## src/rtl/si570_freq_sequencer.sv

```systemverilog
// si570_freq_sequencer
// Walks the Si570 reprogramming sequence over the i2c_master rv0 (request)
// and rv1 (completion) channels: freeze DCO, write regs 7..12 as two bursts,
// unfreeze, assert NewFreq, then wait out the settle time.
// Optional feature: define SI570_READBACK_EN to read regs 7..12 back after
// NewFreq and flag any byte that differs from what was written.
//
// Handshake rules: a request is offered with o_rv0_valid=1 and every rv0
// field held stable until the cycle i_rv0_ready=1. The sequencer then raises
// o_rv1_ready and waits for the single i_rv1_valid beat of that transaction.
// Only one transaction is ever outstanding. All rv0/rv1 outputs decode from
// registered state only, so no input reaches them combinationally.
module si570_freq_sequencer #(
    parameter logic [6:0]  SlaveAddress  = 7'h5D,
    parameter int unsigned TimeoutCycles = 4096,
    parameter int unsigned SettleCycles  = 2500
) (
    input  logic        i_clk,
    input  logic        i_rst_n,
    input  logic        i_start,
    input  logic [2:0]  i_hs_div,
    input  logic [6:0]  i_n1,
    input  logic [37:0] i_rfreq,
    output logic        o_busy,
    output logic        o_done,
    output logic        o_error,
    output logic        o_rv0_valid,
    input  logic        i_rv0_ready,
    output logic [6:0]  o_rv0_slave_address,
    output logic [7:0]  o_rv0_reg_address,
    output logic [1:0]  o_rv0_burst_count,
    output logic        o_rv0_rd_wrn,
    output logic [31:0] o_rv0_wdata,
    input  logic        i_rv1_valid,
    output logic        o_rv1_ready,
    input  logic [31:0] i_rv1_rdata
);

    // One counter serves both the handshake timeout and the settle delay.
    localparam int unsigned CntMax = (TimeoutCycles > SettleCycles) ? TimeoutCycles : SettleCycles;
    localparam int          CntW   = $clog2(CntMax) + 1;
    localparam logic [CntW-1:0] TimeoutLast = CntW'(TimeoutCycles - 1);
    localparam logic [CntW-1:0] SettleLast  = CntW'(SettleCycles - 1);

    // Each transaction step is split into an explicit REQ and RSP state.
    typedef enum logic [4:0] {
        ST_IDLE,
        ST_FRZ_REQ, ST_FRZ_RSP,
        ST_WRA_REQ, ST_WRA_RSP,
        ST_WRB_REQ, ST_WRB_RSP,
        ST_UNF_REQ, ST_UNF_RSP,
        ST_NF_REQ,  ST_NF_RSP,
        ST_RDA_REQ, ST_RDA_RSP,
        ST_RDB_REQ, ST_RDB_RSP,
        ST_SETTLE,
        ST_DONE
    } state_e;

    state_e          state_q, state_d;
    logic [CntW-1:0] cnt_q, cnt_d;
    logic            err_q, err_d;
    logic [2:0]      hs_div_q, hs_div_d;
    logic [6:0]      n1_q, n1_d;
    logic [37:0]     rfreq_q, rfreq_d;

    // Decoded view of the current state.
    logic            req_phase;
    logic            rsp_phase;
    state_e          req_next;
    state_e          rsp_next;
    logic [7:0]      txn_reg;
    logic [1:0]      txn_burst;
    logic            txn_rd;
    logic [31:0]     txn_wdata;

    // Si570 register images built from the latched settings.
    logic [7:0] r7, r8, r9, r10, r11, r12;
    assign r7  = {hs_div_q, n1_q[6:2]};
    assign r8  = {n1_q[1:0], rfreq_q[37:32]};
    assign r9  = rfreq_q[31:24];
    assign r10 = rfreq_q[23:16];
    assign r11 = rfreq_q[15:8];
    assign r12 = rfreq_q[7:0];

    assign o_rv0_slave_address = SlaveAddress;

`ifndef SI570_READBACK_EN
    // Read data is never consumed without the readback steps.
    logic unused_rdata;
    assign unused_rdata = ^i_rv1_rdata;
`endif

    // State, counter, sticky error and latched settings.
    always_ff @(posedge i_clk or negedge i_rst_n) begin
        if (!i_rst_n) begin
            state_q  <= ST_IDLE;
            cnt_q    <= '0;
            err_q    <= 1'b0;
            hs_div_q <= '0;
            n1_q     <= '0;
            rfreq_q  <= '0;
        end else begin
            state_q  <= state_d;
            cnt_q    <= cnt_d;
            err_q    <= err_d;
            hs_div_q <= hs_div_d;
            n1_q     <= n1_d;
            rfreq_q  <= rfreq_d;
        end
    end

    // Step decode, next-state logic and output decode.
    always_comb begin
        state_d   = state_q;
        cnt_d     = cnt_q;
        err_d     = err_q;
        hs_div_d  = hs_div_q;
        n1_d      = n1_q;
        rfreq_d   = rfreq_q;
        req_phase = 1'b0;
        rsp_phase = 1'b0;
        req_next  = ST_IDLE;
        rsp_next  = ST_IDLE;
        txn_reg   = 8'h00;
        txn_burst = 2'd0;
        txn_rd    = 1'b0;
        txn_wdata = 32'h0000_0000;

        // What each step puts on rv0 and where it goes next.
        case (state_q)
            ST_FRZ_REQ: begin
                req_phase = 1'b1;
                req_next  = ST_FRZ_RSP;
                txn_reg   = 8'd137;
                txn_wdata = 32'h0000_0010;
            end
            ST_FRZ_RSP: begin
                rsp_phase = 1'b1;
                rsp_next  = ST_WRA_REQ;
            end
            ST_WRA_REQ: begin
                req_phase = 1'b1;
                req_next  = ST_WRA_RSP;
                txn_reg   = 8'd7;
                txn_burst = 2'd3;
                txn_wdata = {r10, r9, r8, r7};
            end
            ST_WRA_RSP: begin
                rsp_phase = 1'b1;
                rsp_next  = ST_WRB_REQ;
            end
            ST_WRB_REQ: begin
                req_phase = 1'b1;
                req_next  = ST_WRB_RSP;
                txn_reg   = 8'd11;
                txn_burst = 2'd1;
                txn_wdata = {16'h0000, r12, r11};
            end
            ST_WRB_RSP: begin
                rsp_phase = 1'b1;
                rsp_next  = ST_UNF_REQ;
            end
            ST_UNF_REQ: begin
                req_phase = 1'b1;
                req_next  = ST_UNF_RSP;
                txn_reg   = 8'd137;
                txn_wdata = 32'h0000_0000;
            end
            ST_UNF_RSP: begin
                rsp_phase = 1'b1;
                rsp_next  = ST_NF_REQ;
            end
            ST_NF_REQ: begin
                req_phase = 1'b1;
                req_next  = ST_NF_RSP;
                txn_reg   = 8'd135;
                txn_wdata = 32'h0000_0040;
            end
            ST_NF_RSP: begin
                rsp_phase = 1'b1;
`ifdef SI570_READBACK_EN
                rsp_next  = ST_RDA_REQ;
`else
                rsp_next  = ST_SETTLE;
`endif
            end
`ifdef SI570_READBACK_EN
            ST_RDA_REQ: begin
                req_phase = 1'b1;
                req_next  = ST_RDA_RSP;
                txn_reg   = 8'd7;
                txn_burst = 2'd3;
                txn_rd    = 1'b1;
            end
            ST_RDA_RSP: begin
                rsp_phase = 1'b1;
                rsp_next  = ST_RDB_REQ;
            end
            ST_RDB_REQ: begin
                req_phase = 1'b1;
                req_next  = ST_RDB_RSP;
                txn_reg   = 8'd11;
                txn_burst = 2'd1;
                txn_rd    = 1'b1;
            end
            ST_RDB_RSP: begin
                rsp_phase = 1'b1;
                rsp_next  = ST_SETTLE;
            end
`endif
            default: begin
            end
        endcase

        // Sequencing; a handshake wins over a timeout on the same cycle.
        if (state_q == ST_IDLE) begin
            cnt_d = '0;
            if (i_start) begin
                hs_div_d = i_hs_div;
                n1_d     = i_n1;
                rfreq_d  = i_rfreq;
                err_d    = 1'b0;
                state_d  = ST_FRZ_REQ;
            end
        end else if (req_phase) begin
            if (i_rv0_ready) begin
                state_d = req_next;
                cnt_d   = '0;
            end else if (cnt_q == TimeoutLast) begin
                err_d   = 1'b1;
                state_d = ST_DONE;
                cnt_d   = '0;
            end else begin
                cnt_d = cnt_q + CntW'(1);
            end
        end else if (rsp_phase) begin
            if (i_rv1_valid) begin
                state_d = rsp_next;
                cnt_d   = '0;
`ifdef SI570_READBACK_EN
                if ((state_q == ST_RDA_RSP) && (i_rv1_rdata != {r10, r9, r8, r7})) begin
                    err_d = 1'b1;
                end
                if ((state_q == ST_RDB_RSP) && (i_rv1_rdata[15:0] != {r12, r11})) begin
                    err_d = 1'b1;
                end
`endif
            end else if (cnt_q == TimeoutLast) begin
                err_d   = 1'b1;
                state_d = ST_DONE;
                cnt_d   = '0;
            end else begin
                cnt_d = cnt_q + CntW'(1);
            end
        end else if (state_q == ST_SETTLE) begin
            if (cnt_q == SettleLast) begin
                state_d = ST_DONE;
                cnt_d   = '0;
            end else begin
                cnt_d = cnt_q + CntW'(1);
            end
        end else begin
            // DONE and any unused encoding fall back to IDLE.
            state_d = ST_IDLE;
            cnt_d   = '0;
        end

        // Outputs depend on registered state only.
        o_rv0_valid       = req_phase;
        o_rv0_reg_address = txn_reg;
        o_rv0_burst_count = txn_burst;
        o_rv0_wdata       = txn_wdata;
`ifdef SI570_READBACK_EN
        o_rv0_rd_wrn      = txn_rd;
`else
        o_rv0_rd_wrn      = 1'b0;
`endif
        o_rv1_ready       = rsp_phase;
        o_busy            = (state_q != ST_IDLE) && (state_q != ST_DONE);
        o_done            = (state_q == ST_DONE);
        o_error           = err_q;
    end

endmodule
```

## config.mk

```make
export PLATFORM = sky130hd
export DESIGN_NAME = si570_freq_sequencer
export DESIGN_NICKNAME = d
export VERILOG_FILES = /design/src/rtl/si570_freq_sequencer.sv
export SDC_FILE = /design/constraint.sdc
export NUM_CORES = 1
export LEC_CHECK = 0
export ABC_AREA = 1
export ABC_CLOCK_PERIOD_IN_PS = 1960
export CAP_MARGIN = 40
export CORE_ASPECT_RATIO = 1.4
export CORE_MARGIN = 10
export CORE_UTILIZATION = 45
export CTS_BUF_LIST = sky130_fd_sc_hd__clkbuf_4 sky130_fd_sc_hd__clkbuf_8
export CTS_CLUSTER_SIZE = 28
export DETAILED_ROUTE_END_ITERATION = 8
export GPL_TIMING_DRIVEN = 0
export PLACE_DENSITY = 0.85
export SETUP_SLACK_MARGIN = 0.05
export SYNTH_ARGS = -nofsm -noshare
export SYNTH_HDL_FRONTEND = slang
export SYNTH_SLANG_ARGS = --single-unit
```

## constraint.sdc

```tcl
create_clock -name i_clk -period 1.96 [get_ports i_clk]
set_input_delay 0.294 -clock i_clk [delete_from_list [all_inputs] [get_ports i_clk]]
set_output_delay 0.294 -clock i_clk [all_outputs]
set_load 0.05 [all_outputs]
```

# Yosys cells after proc, flatten, opt, wreduce, memory -nomap -nowiden
# Cells that the tools add are included.
# W data, S select, Z words.
[totals]
regBits = 67
word_cells = 67
[classes]
n_addsub = 1
eq_ne = 19
mux = 31
reduce_logical = 10
[op_table]
columns = ["cell", "n"]
rows = [
  ["$pmux W32 S4", 1],
  ["$mux W13", 8],
  ["$mux W5", 9],
  ["$pmux W4 S5", 2],
  ["$pmux W8 S4", 1],
  ["$eq A13 B12 Y1 const B", 2],
  ["$eq A5 B3 Y1 const B", 4],
  ["$eq A5 B4 Y1 const B", 4],
  ["$add A13 B1 Y13 const B", 1],
  ["$eq A5 B2 Y1 const B", 2],
  ["$reduce_or A5 Y1", 2],
  ["$mux W1", 9],
  ["$ne A3 B2 Y1 const B", 2],
  ["$eq A5 B1 Y1 const B", 1],
  ["$eq A5 B5 Y1 const B", 1],
  ["$logic_not A5 Y1", 1],
  ["$ne A5 B4 Y1 const B", 1],
  ["$ne A5 B5 Y1 const B", 1],
  ["$reduce_bool A5 Y1", 1],
  ["$pmux W2 S2", 1],
  ["$reduce_and A2 Y1", 2],
  ["$reduce_and A4 Y1", 1],
  ["$reduce_bool A3 Y1", 1],
  ["$ne A2 B2 Y1 const B", 1],
  ["other kinds (2)", 2],
]

# Logic depth before layout (Yosys ltp)
# Gate-level depths: netlist of run 1.
[depth]
ltp_word = 6
depth_mapped = 11

# Worst setup path after synthesis of run 1
# OpenSTA, ideal clock, no wires.
[synth_timing]
kind = "register to output"
from = "register state_q[4]"
to = "output o_rv0_wdata[16]"
arrival_ps = 1942
required_ps = 1666
slack_ps = -276
path_stages_with_launch = 8
path_cell_list = "dfrtp_1 -> inv_2 -> nand3_1 -> nor2_2 -> buf_4 -> inv_1 -> buf_2 -> nor2_1"
[synth_between]
elab_chain_cells = 2
elab_cells_between_ends = 5
cone_classes = "4 x eq/ne; 1 x mux"
[synth_lines]
columns = ["item", "line_no", "text"]
rows = [
  ["from (decl)", "59", "state_e state_q, state_d;"],
  ["from (signal assigned)", "103", "state_q <= state_d;"],
  ["$eq A5 B4 Y1, or another cell as far along", "130", "case (state_q)"],
  ["$pmux W32 S4 *", "130", ""],
  ["to (decl)", "33", "output logic [31:0] o_rv0_wdata,"],
]
# Mark *: on every way between the ends. The rest lies on a longest branch, timed or not.

# Final worst setup path of run 1
[layout_timing]
from = "register state_q[2]"
to = "output o_rv0_wdata[3]"
# The elaborated chain is that of the path after synthesis.

==> flow_summary.json, run 1 <==
{
  "synth_adder_area_share": 0.00349,
  "yosysWarnings": 0,
  "final_max_slew_viol_count": 0,
  "hpwl_um": 7510,
  "final-hold-violation-count": 0,
  "die_area_um2": 12000,
  "multiInputGateArea_um2": 1760,
  "powerDensity_nw_per_um2": 1450,
  "h-tree-depth": 3,
  "setup_tns_ns": -5.55,
  "grt_pass1_vias": 3702,
  "start_util": 0.462,
  "netlist_instances": 460,
  "dp_slack_ns": -0.813,
  "clock_path_buffers": 2,
  "fin_crit_ns": 2.18,
  "slew_headroom": 0.437,
  "port_buffers": 96,
  "coreArea_um2": 7750,
  "path_common_cell": "buf_6",
  "finClkSkew_ns": 0.0121,
  "drtAntennaViolNets": 0,
  "gr-total-overflow": 0,
  "post-route-period-util": 1.11,
  "ys_ff_latch": 67,
  "utilization": 0.713,
  "end_kind": "primary output",
  "crit_type": "flop to primary output",
  "placement.cell_area_um2": 4780,
  "drive_gt1_frac": 0.301,
  "clk_latency_ns": 0.35,
  "ctsHoldBuffers": 0,
  "synthesis.area_um2": 3580,
  "clkSinkCount": 67,
  "drt_iter0_markers": 251,
  "p_leak_nw": 2.76,
  "fin_area_um2": 5530,
  "synth_compound_area_frac": 0.0846,
  "worstHoldPathType": "input pin to async pin",
  "vdd_ir_drop_max_uv": 937,
  "worst_pin_slew_ns": 0.845,
  "cts-root-buf": "clkbuf_8",
  "vias": 3573,
  "failed_checks": "negative setup slack",
  "cap_violations": 0,
  "nFillCells": 530,
  "yosysSeqAreaShare": 0.468,
  "areaGrowthSynthToFinish_pct": 54.3,
  "syn_area_per_cell_um2": 7.78,
  "synthMuxAreaShare": 0,
  "final_cell_mix": "nand2_1, dfrtp_1, clkdlybuf4s50_1",
  "path_clk_slew_ns": 0.08,
  "antenna_found_initial": 0,
  "drc": 0,
  "rsz0062_at_grt": "yes",
  "die_h_um": 126,
  "synth_xor_area_frac": 0.0245,
  "grt_max_degree": 68,
  "final_common_cell": "nand2_1",
  "cpPeakStageDelay_ns": 0.42,
  "n_antenna_cell": 0,
  "numCtsBuffers": 9,
  "firstDrtPassIters": 4,
  "max_freq_mhz": 459,
  "layout_setup_ws_ns": -0.217,
  "seqCellArea_um2": 1680,
  "path_cells": "inv_1 -> nor2_2 -> inv_2 -> nor2_4 -> buf_6 -> buf_6 -> a22o_2 -> buf_6",
  "start_kind": "flop",
  "viasPerCell": 5.03,
  "wl_per_cell_um": 15.8,
  "die_w_um": 95.4,
  "track_usage": 0.182,
  "cts_tree": "built",
  "grt_pass1_wl_um": 17500,
  "required_ns": 1.67,
  "gp_congestion": 0.898,
  "yosys.area_share.simple": 0.305,
  "fin_cells": 711,
  "crit_arrival_ns": 1.88,
  "place_inst": 665,
  "setup_viol": 35,
  "num_io_pins": 140,
  "cpMaxStageDelayCell": "dfrtp_2",
  "status": "complete, but fails checks",
  "synth_cell_types": 29,
  "wirelength_um": 11200,
  "rows": 38,
  "cp_max_fo": 6,
  "synth_top_family_by_area": "simple AND/OR/NAND/NOR gates",
  "nNetsFinal": 693
}
## per-layer routing
layer | GRT usage | part of all wire | vias up
li1 | - | - | 1702
met1 | 0.193 | 0.36 | 1710
met2 | 0.320 | 0.54 | 121
met3 | 0.0509 | 0.062 | 40
met4 | 0.0862 | 0.041 | 0
met5 | 0 | 0 | -
## final cells by class
| cell class | count | area share |
|---|---|---|
| buffer | 26 | 0.0433 |
| tap | 100 | 0.0226 |
| inverter | 54 | 0.0378 |
| multi-input combinational | 322 | 0.319 |
| sequential | 67 | 0.305 |
| clock buffer | 12 | 0.0276 |
| clock inverter | 3 | 0.00272 |
| timing repair buffer | 127 | 0.242 |
## registers in the layout, indices dropped and copies added, names as in the netlist
register and count:
hs_div_q 3, state_q 5, rfreq_q 38, n1_q 7
o_error 1, cnt_q 13
## stage by stage
step           hold slack, ns  total power, mW
2_1_floorplan        -0.00159             5.07
3_3_place_gp            0.459             6.12
3_5_place_dp            0.455             6.21
4_1_cts                0.0872             7.72
5_1_grt                 0.102             8.51
6_report               0.0255             8.02
## where the power goes
group          leakage, nW  switching (mW)  total [mW]  internal (mW)
registers            0.848           0.352        2.29           1.94
clock network       0.0928           0.503        1.01          0.509
logic                 1.82            2.97        4.72           1.76
## worst max-delay path, delay by kind of cell, from the launching register on
family	cells	cell delay [ns]
flops	1	0.42
compound gates	1	0.15
buf+inv	5	0.58
simple gates	2	0.38
## kinds of logic after synthesis
| kind of cell | after synthesis |
|---|---|
| buffers and inverters | 80 |
| xor gates and xnor gates | 10 |
| AOI/OAI and AO/OA | 45 |
| other | 2 |
| DFF | 67 |
| adders and majority gates | 1 |
| and+or+nand+nor | 255 |
## synth_stat cells (all sizes together)
| cell type | n | area, µm² |
|---|---|---|
| nand2 | 171 | 667 |
| dfrtp | 67 | 1680 |
| nor2 | 56 | 274 |
| inv | 54 | 203 |
| buf | 22 | 184 |
| o21ai | 22 | 110 |
| nand3 | 18 | 90.1 |
| a22o | 14 | 123 |
| nand4 | 8 | 50.1 |
| a21oi | 7 | 46.3 |
| xor2 | 7 | 61.3 |
| clkbuf | 4 | 16.3 |
| xnor2 | 3 | 26.3 |
| conb | 2 | 7.51 |
| nor3 | 2 | 10.0 |
| a221o | 1 | 11.3 |
| ha | 1 | 12.5 |
| o211ai | 1 | 12.5 |
## final timing paths
check | start | end | slack [ns] | depth (start not counted)
max | state_q[2]$_DFFE_PN0P_ | o_rv0_wdata[3] | -0.22 | 8
min | i_rst_n | state_q[1]$_DFFE_PN0P_ | 0.03 | 1
max reg2reg | cnt_q[0]$_DFF_PN0_ | cnt_q[8]$_DFF_PN0_ | 0.17 | 9
min reg2reg | rfreq_q[15]$_DFFE_PN0P_ | rfreq_q[15]$_DFFE_PN0P_ | 0.48 | 2
max in group asynchronous | i_rst_n | state_q[2]$_DFFE_PN0P_ | 1.30 | 1
min in group i_clk | i_n1[4] | n1_q[4]$_DFFE_PN0P_ | 0.48 | 3
## what timing repair did
item / CTS / global route
gates resized for setup: 336 / 39
pin swaps: 3 / 5
buffers inserted: 21 / 7
gates cloned: 2 / 1
endpoints found under the hold margin: 0 / 0
endpoints found under the setup margin: 43 / 53
(Power assumes the default switching activity.)
==> inputs of run 2 (changes only) <==
- GPL_ROUTABILITY_DRIVEN: default -> 0
==> run 2 against run 1 <==
The run still ends with negative setup slack left. Hold slack improved by 0.021 ns. Sequential cell count is the same. Clock power increased by 18%. Critical path depth down 1. Core utilization rose by 1.5 points. Clock skew shrank 0.0078 ns. Register-to-register slack about the same. Routed wire length increased by 5.2%. Global-route usage is 0.92 points higher. Total power up 6.0%. Via count increased by 2.3%.
==> flow_summary.json, run 2 (synthesis results as in run 1) <==
{
  "utilization": 0.728,
  "crit_type": "flop to primary output",
  "failed_checks": "negative setup slack",
  "drc": 0,
  "clkSinkCount": 67,
  "largest_register_ffs": 38,
  "post-route-period-util": 1.11,
  "start_kind": "flop",
  "die_h_um": 126,
  "max_freq_mhz": 459,
  "grt_max_degree": 68,
  "ctsHoldBuffers": 0,
  "regMostFlops": "rfreq_q",
  "gr-total-overflow": 0,
  "hpwl_um": 7550,
  "final_cell_mix": "nand2_1, dfrtp_1, clkdlybuf4s50_1",
  "top_regs": "rfreq_q (38), cnt_q (13), n1_q (7)",
  "h-tree-depth": 3,
  "fin_crit_ns": 2.18,
  "worstHoldPathType": "input pin to async pin",
  "rows": 38,
  "wl_per_cell_um": 16.6,
  "slew_headroom": 0.442,
  "crit_arrival_ns": 1.89,
  "final_common_cell": "nand2_1",
  "layout_setup_ws_ns": -0.220,
  "fin_cells": 712,
  "p_leak_nw": 2.81,
  "port_buffers": 96,
  "grt_pass1_wl_um": 18300,
  "reg2reg_slack_ns": 0.17,
  "die_area_um2": 12000,
  "start_util": 0.462,
  "vias": 3655,
  "setup_viol": 34,
  "areaGrowthSynthToFinish_pct": 57.5,
  "vdd_ir_drop_max_uv": 1050,
  "final-hold-violation-count": 0,
  "clk_latency_ns": 0.34,
  "viasPerCell": 5.13,
  "required_ns": 1.67,
  "r2r_end": "hs_div_q[2]$_DFFE_PN0P_",
  "powerDensity_nw_per_um2": 1510,
  "r2r-start": "state_q[3]$_DFFE_PN0P_",
  "nFillCells": 507,
  "coreArea_um2": 7750,
  "cts_tree": "built",
  "wirelength_um": 11800,
  "finClkSkew_ns": 0.00431,
  "cts-root-buf": "clkbuf_8",
  "firstDrtPassIters": 8,
  "antenna_found_initial": 0,
  "place_inst": 665,
  "drive_gt1_frac": 0.306,
  "drt_iter0_markers": 354,
  "multiInputGateArea_um2": 1820,
  "cap_violations": 0,
  "n_antenna_cell": 0,
  "worst_pin_slew_ns": 0.837,
  "rsz0062_at_grt": "yes",
  "drtAntennaViolNets": 0,
  "status": "complete, but fails checks",
  "path_clk_slew_ns": 0.07,
  "final_max_slew_viol_count": 0,
  "num_io_pins": 140,
  "seqCellArea_um2": 1680,
  "nNetsFinal": 695,
  "end_kind": "primary output",
  "grt_pass1_vias": 3718,
  "track_usage": 0.192,
  "numCtsBuffers": 9,
  "reg2reg_depth": 9,
  "die_w_um": 95.4,
  "clock_path_buffers": 2,
  "cp_max_fo": 5
}
## run 2: worst max path at each step
stage | from | end | slack [ns]
after floorplan | state_q[4]$_DFFE_PN0P_ | o_rv0_wdata[16] | -0.07
after global placement | i_rst_n | rfreq_q[20]$_DFFE_PN0P_ | -1.58
after detailed placement | state_q[2]$_DFFE_PN0P_ | o_rv0_wdata[15] | -0.83
after CTS | state_q[4]$_DFFE_PN0P_ | o_rv0_wdata[21] | -0.18
after global routing | state_q[3]$_DFFE_PN0P_ | o_rv0_wdata[22] | -0.30
final | state_q[0]$_DFFE_PN0P_ | o_rv0_wdata[6] | -0.22
## run 2: critical path: stages, from the launching register on
cell	delay, ns
dfrtp_2	0.46
nand3_4	0.12
nor2_4	0.05
buf_6	0.12
buf_4	0.14
buf_6	0.13
a221o_2	0.37
buf_8	0.16
## run 2: layer usage
layer	routed length, µm	share of wire	track usage
met5	0	0	0
met4	444	0.038	0.105
met3	828	0.070	0.0431
met2	6350	0.54	0.335
met1	4170	0.35	0.204
## run 2: final cells by class
cell class | count | share of cell area
clock inverters | 2 | 0.00621
multi-input cells | 322 | 0.322
flip-flops and latches | 67 | 0.298
well taps | 100 | 0.0222
repair buffers | 129 | 0.243
inverters | 54 | 0.0375
clock buffers | 12 | 0.0293
plain buffers | 26 | 0.0417
## run 2: what timing repair did
item | in CTS | in global routing
cloned | 3 | 0
resized for setup | 338 | 44
endpoints found under the setup margin | 43 | 54
pin swaps | 6 | 7
setup buffers | 18 | 14
## run 2: through the flow
| stage | hold slack (ns) | TNS, ns | power (mW) | setup WS [ns] | cell area (µm²) |
|---|---|---|---|---|---|
| after floorplan | -0.00159 | -1.21 | 5.07 | -0.0676 | 3700 |
| after global placement | 0.453 | -128.78 | 6.10 | -1.58 | 4790 |
| after detailed placement | 0.433 | -24.65 | 6.22 | -0.829 | 4780 |
| after CTS | 0.0809 | -4.29 | 8.00 | -0.175 | 5410 |
| after global routing | 0.120 | -7.18 | 8.97 | -0.296 | 5640 |
| final | 0.0461 | -4.66 | 8.51 | -0.220 | 5640 |
## run 2: report_power, final
part	switching (mW)	total [mW]	internal, mW	leakage [nW]
Clock	0.509	1.19	0.676	0.104
Sequential	0.356	2.29	1.94	0.849
Combinational	3.10	5.03	1.93	1.86
Total	3.97	8.51	4.54	2.81
==> inputs of run 3 (changes only) <==
- CORE_ASPECT_RATIO: 1.4 -> 0.75
==> run 3 against run 2 <==
The run still ends with negative setup slack left. Clock power barely moved. Critical path type unchanged. Sequential power barely moved. Core utilization fell by 0.60 points. Highest routed layer unchanged.
==> flow_summary.json, run 3 (synthesis results as in run 1) <==
{
  "cts_tree": "built",
  "clock_path_buffers": 2,
  "wirelength_um": 11900,
  "firstDrtPassIters": 8,
  "rows": 28,
  "drc": 0,
  "nFillCells": 542,
  "reg2reg_slack_ns": -0.05,
  "cap_violations": 0,
  "wl_per_cell_um": 16.6,
  "top_regs": "rfreq_q (38), cnt_q (13), n1_q (7)",
  "placement.cell_area_um2": 4790,
  "die_h_um": 97.3,
  "crit_type": "flop to primary output",
  "failed_checks": "negative setup slack",
  "slew_headroom": 0.424,
  "largest_register_ffs": 38,
  "final_cell_mix": "nand2_1, dfrtp_1, clkdlybuf4s50_1",
  "finClkSkew_ns": 0.0163,
  "fin_crit_ns": 2.14,
  "final_common_cell": "nand2_1",
  "setup_viol": 48,
  "ctsHoldBuffers": 0,
  "areaGrowthSynthToFinish_pct": 57.5,
  "vdd_ir_drop_max_uv": 1050,
  "final_max_slew_viol_count": 0,
  "start_util": 0.458,
  "die_area_um2": 12000,
  "grt_max_degree": 68,
  "powerDensity_nw_per_um2": 1520,
  "nNetsFinal": 695,
  "r2r-start": "state_q[0]$_DFFE_PN0P_",
  "num_io_pins": 140,
  "gr-total-overflow": 0,
  "numCtsBuffers": 9,
  "reg2reg_depth": 13,
  "crit_arrival_ns": 1.85,
  "start_kind": "flop",
  "p_leak_nw": 2.80,
  "track_usage": 0.188,
  "antenna_found_initial": 0,
  "fin_area_um2": 5640,
  "hold_slack_ns": 0.0468,
  "viasPerCell": 5.12,
  "final-hold-violation-count": 0,
  "worstHoldPathType": "input pin to async pin",
  "r2r_end": "cnt_q[7]$_DFF_PN0_",
  "grt_pass1_wl_um": 18200,
  "cts-root-buf": "clkbuf_8",
  "post-route-period-util": 1.09,
  "drt_iter0_markers": 393,
  "end_kind": "primary output",
  "status": "complete, but fails checks",
  "rsz0062_at_grt": "yes",
  "port_buffers": 96,
  "regMostFlops": "rfreq_q",
  "vias": 3675,
  "layout_setup_ws_ns": -0.180,
  "coreArea_um2": 7810,
  "cp_max_fo": 5,
  "max_freq_mhz": 467,
  "clkSinkCount": 67,
  "n_antenna_cell": 0,
  "hpwl_um": 7460,
  "path_clk_slew_ns": 0.07,
  "grt_pass1_vias": 3742,
  "setup_tns_ns": -5.70,
  "die_w_um": 123,
  "drive_gt1_frac": 0.312,
  "worst_pin_slew_ns": 0.864,
  "required_ns": 1.67,
  "clk_latency_ns": 0.35,
  "drtAntennaViolNets": 0,
  "h-tree-depth": 3
}
run 3: cell count changes in the layout (fill, tap and decap cells not counted), sizes merged:
| cell | change |
|---|---|
| clkbuf | -1 |
| buf | +1 |
| clkinvlp | +2 |
| clkdlybuf4s15 | -1 |
run 3: layout make-up:
cell class                 count  area (µm²)  share of cell area
inverter                      54         211              0.0375
clock inverter                 4        50.0             0.00887
tap                          105         131              0.0233
clock buffer                  11         151              0.0268
timing repair buffer         129        1370               0.244
buffer                        26         235              0.0417
multi-input combinational    322        1800               0.320
sequential                    67        1680               0.298
run 3: power by group:
part / switching, mW / leakage, nW / total, mW / internal, mW
Clock: 0.537 / 0.0974 / 1.18 / 0.648
Sequential: 0.360 / 0.848 / 2.30 / 1.94
Combinational: 3.13 / 1.85 / 5.07 / 1.94
Total: 4.02 / 2.80 / 8.55 / 4.53
run 3: per-layer routing:
metal | GRT usage | up-vias | routed length [µm]
met3 | 0.0656 | 41 | 965
met5 | 0 | - | 0
li1 | - | 1707 | -
met1 | 0.212 | 1756 | 4590
met2 | 0.317 | 171 | 6070
met4 | 0.0733 | 0 | 320
run 3: how the worst max path moves through the flow:
stage / start / endpoint / slack (ns) / cells after the start
finish: state_q[2]$_DFFE_PN0P_ / o_rv0_wdata[23] / -0.18 / 8
global route: state_q[2]$_DFFE_PN0P_ / o_rv0_wdata[6] / -0.23 / 7
CTS: state_q[4]$_DFFE_PN0P_ / o_rv0_wdata[17] / -0.13 / 8
detailed placement: state_q[2]$_DFFE_PN0P_ / o_rv0_wdata[2] / -0.82 / 7
global placement: i_rst_n / rfreq_q[8]$_DFFE_PN0P_ / -1.57 / 1
floorplan: state_q[4]$_DFFE_PN0P_ / o_rv0_wdata[16] / -0.07 / 7
run 3: metrics by stage:
step,cells,setup slack [ns],power [mW],utilization
after global placement,670,-1.57,6.10,0.613
after CTS,707,-0.132,8.02,0.691
after global routing,718,-0.227,9.02,0.722
after floorplan,469,-0.0676,5.07,-
after detailed placement,670,-0.818,6.23,0.613
final,718,-0.180,8.55,0.722
run 3: critical path, stage by stage, from the launching register on:
cell        delay (ns)
dfrtp_2           0.45
nor2_4            0.13
inv_2             0.05
nor2_4            0.15
buf_8             0.14
clkinvlp_4        0.14
clkbuf_16         0.20
nor2_4            0.08
buf_6             0.16
run 3: repair_timing:
item / in CTS / in global routing
gates resized for setup: 339 / 40
setup endpoints to repair: 43 / 62
pin swaps: 7 / 6
cloned: 1 / 1
setup buffers: 21 / 10
hold endpoints to repair: 0 / 0
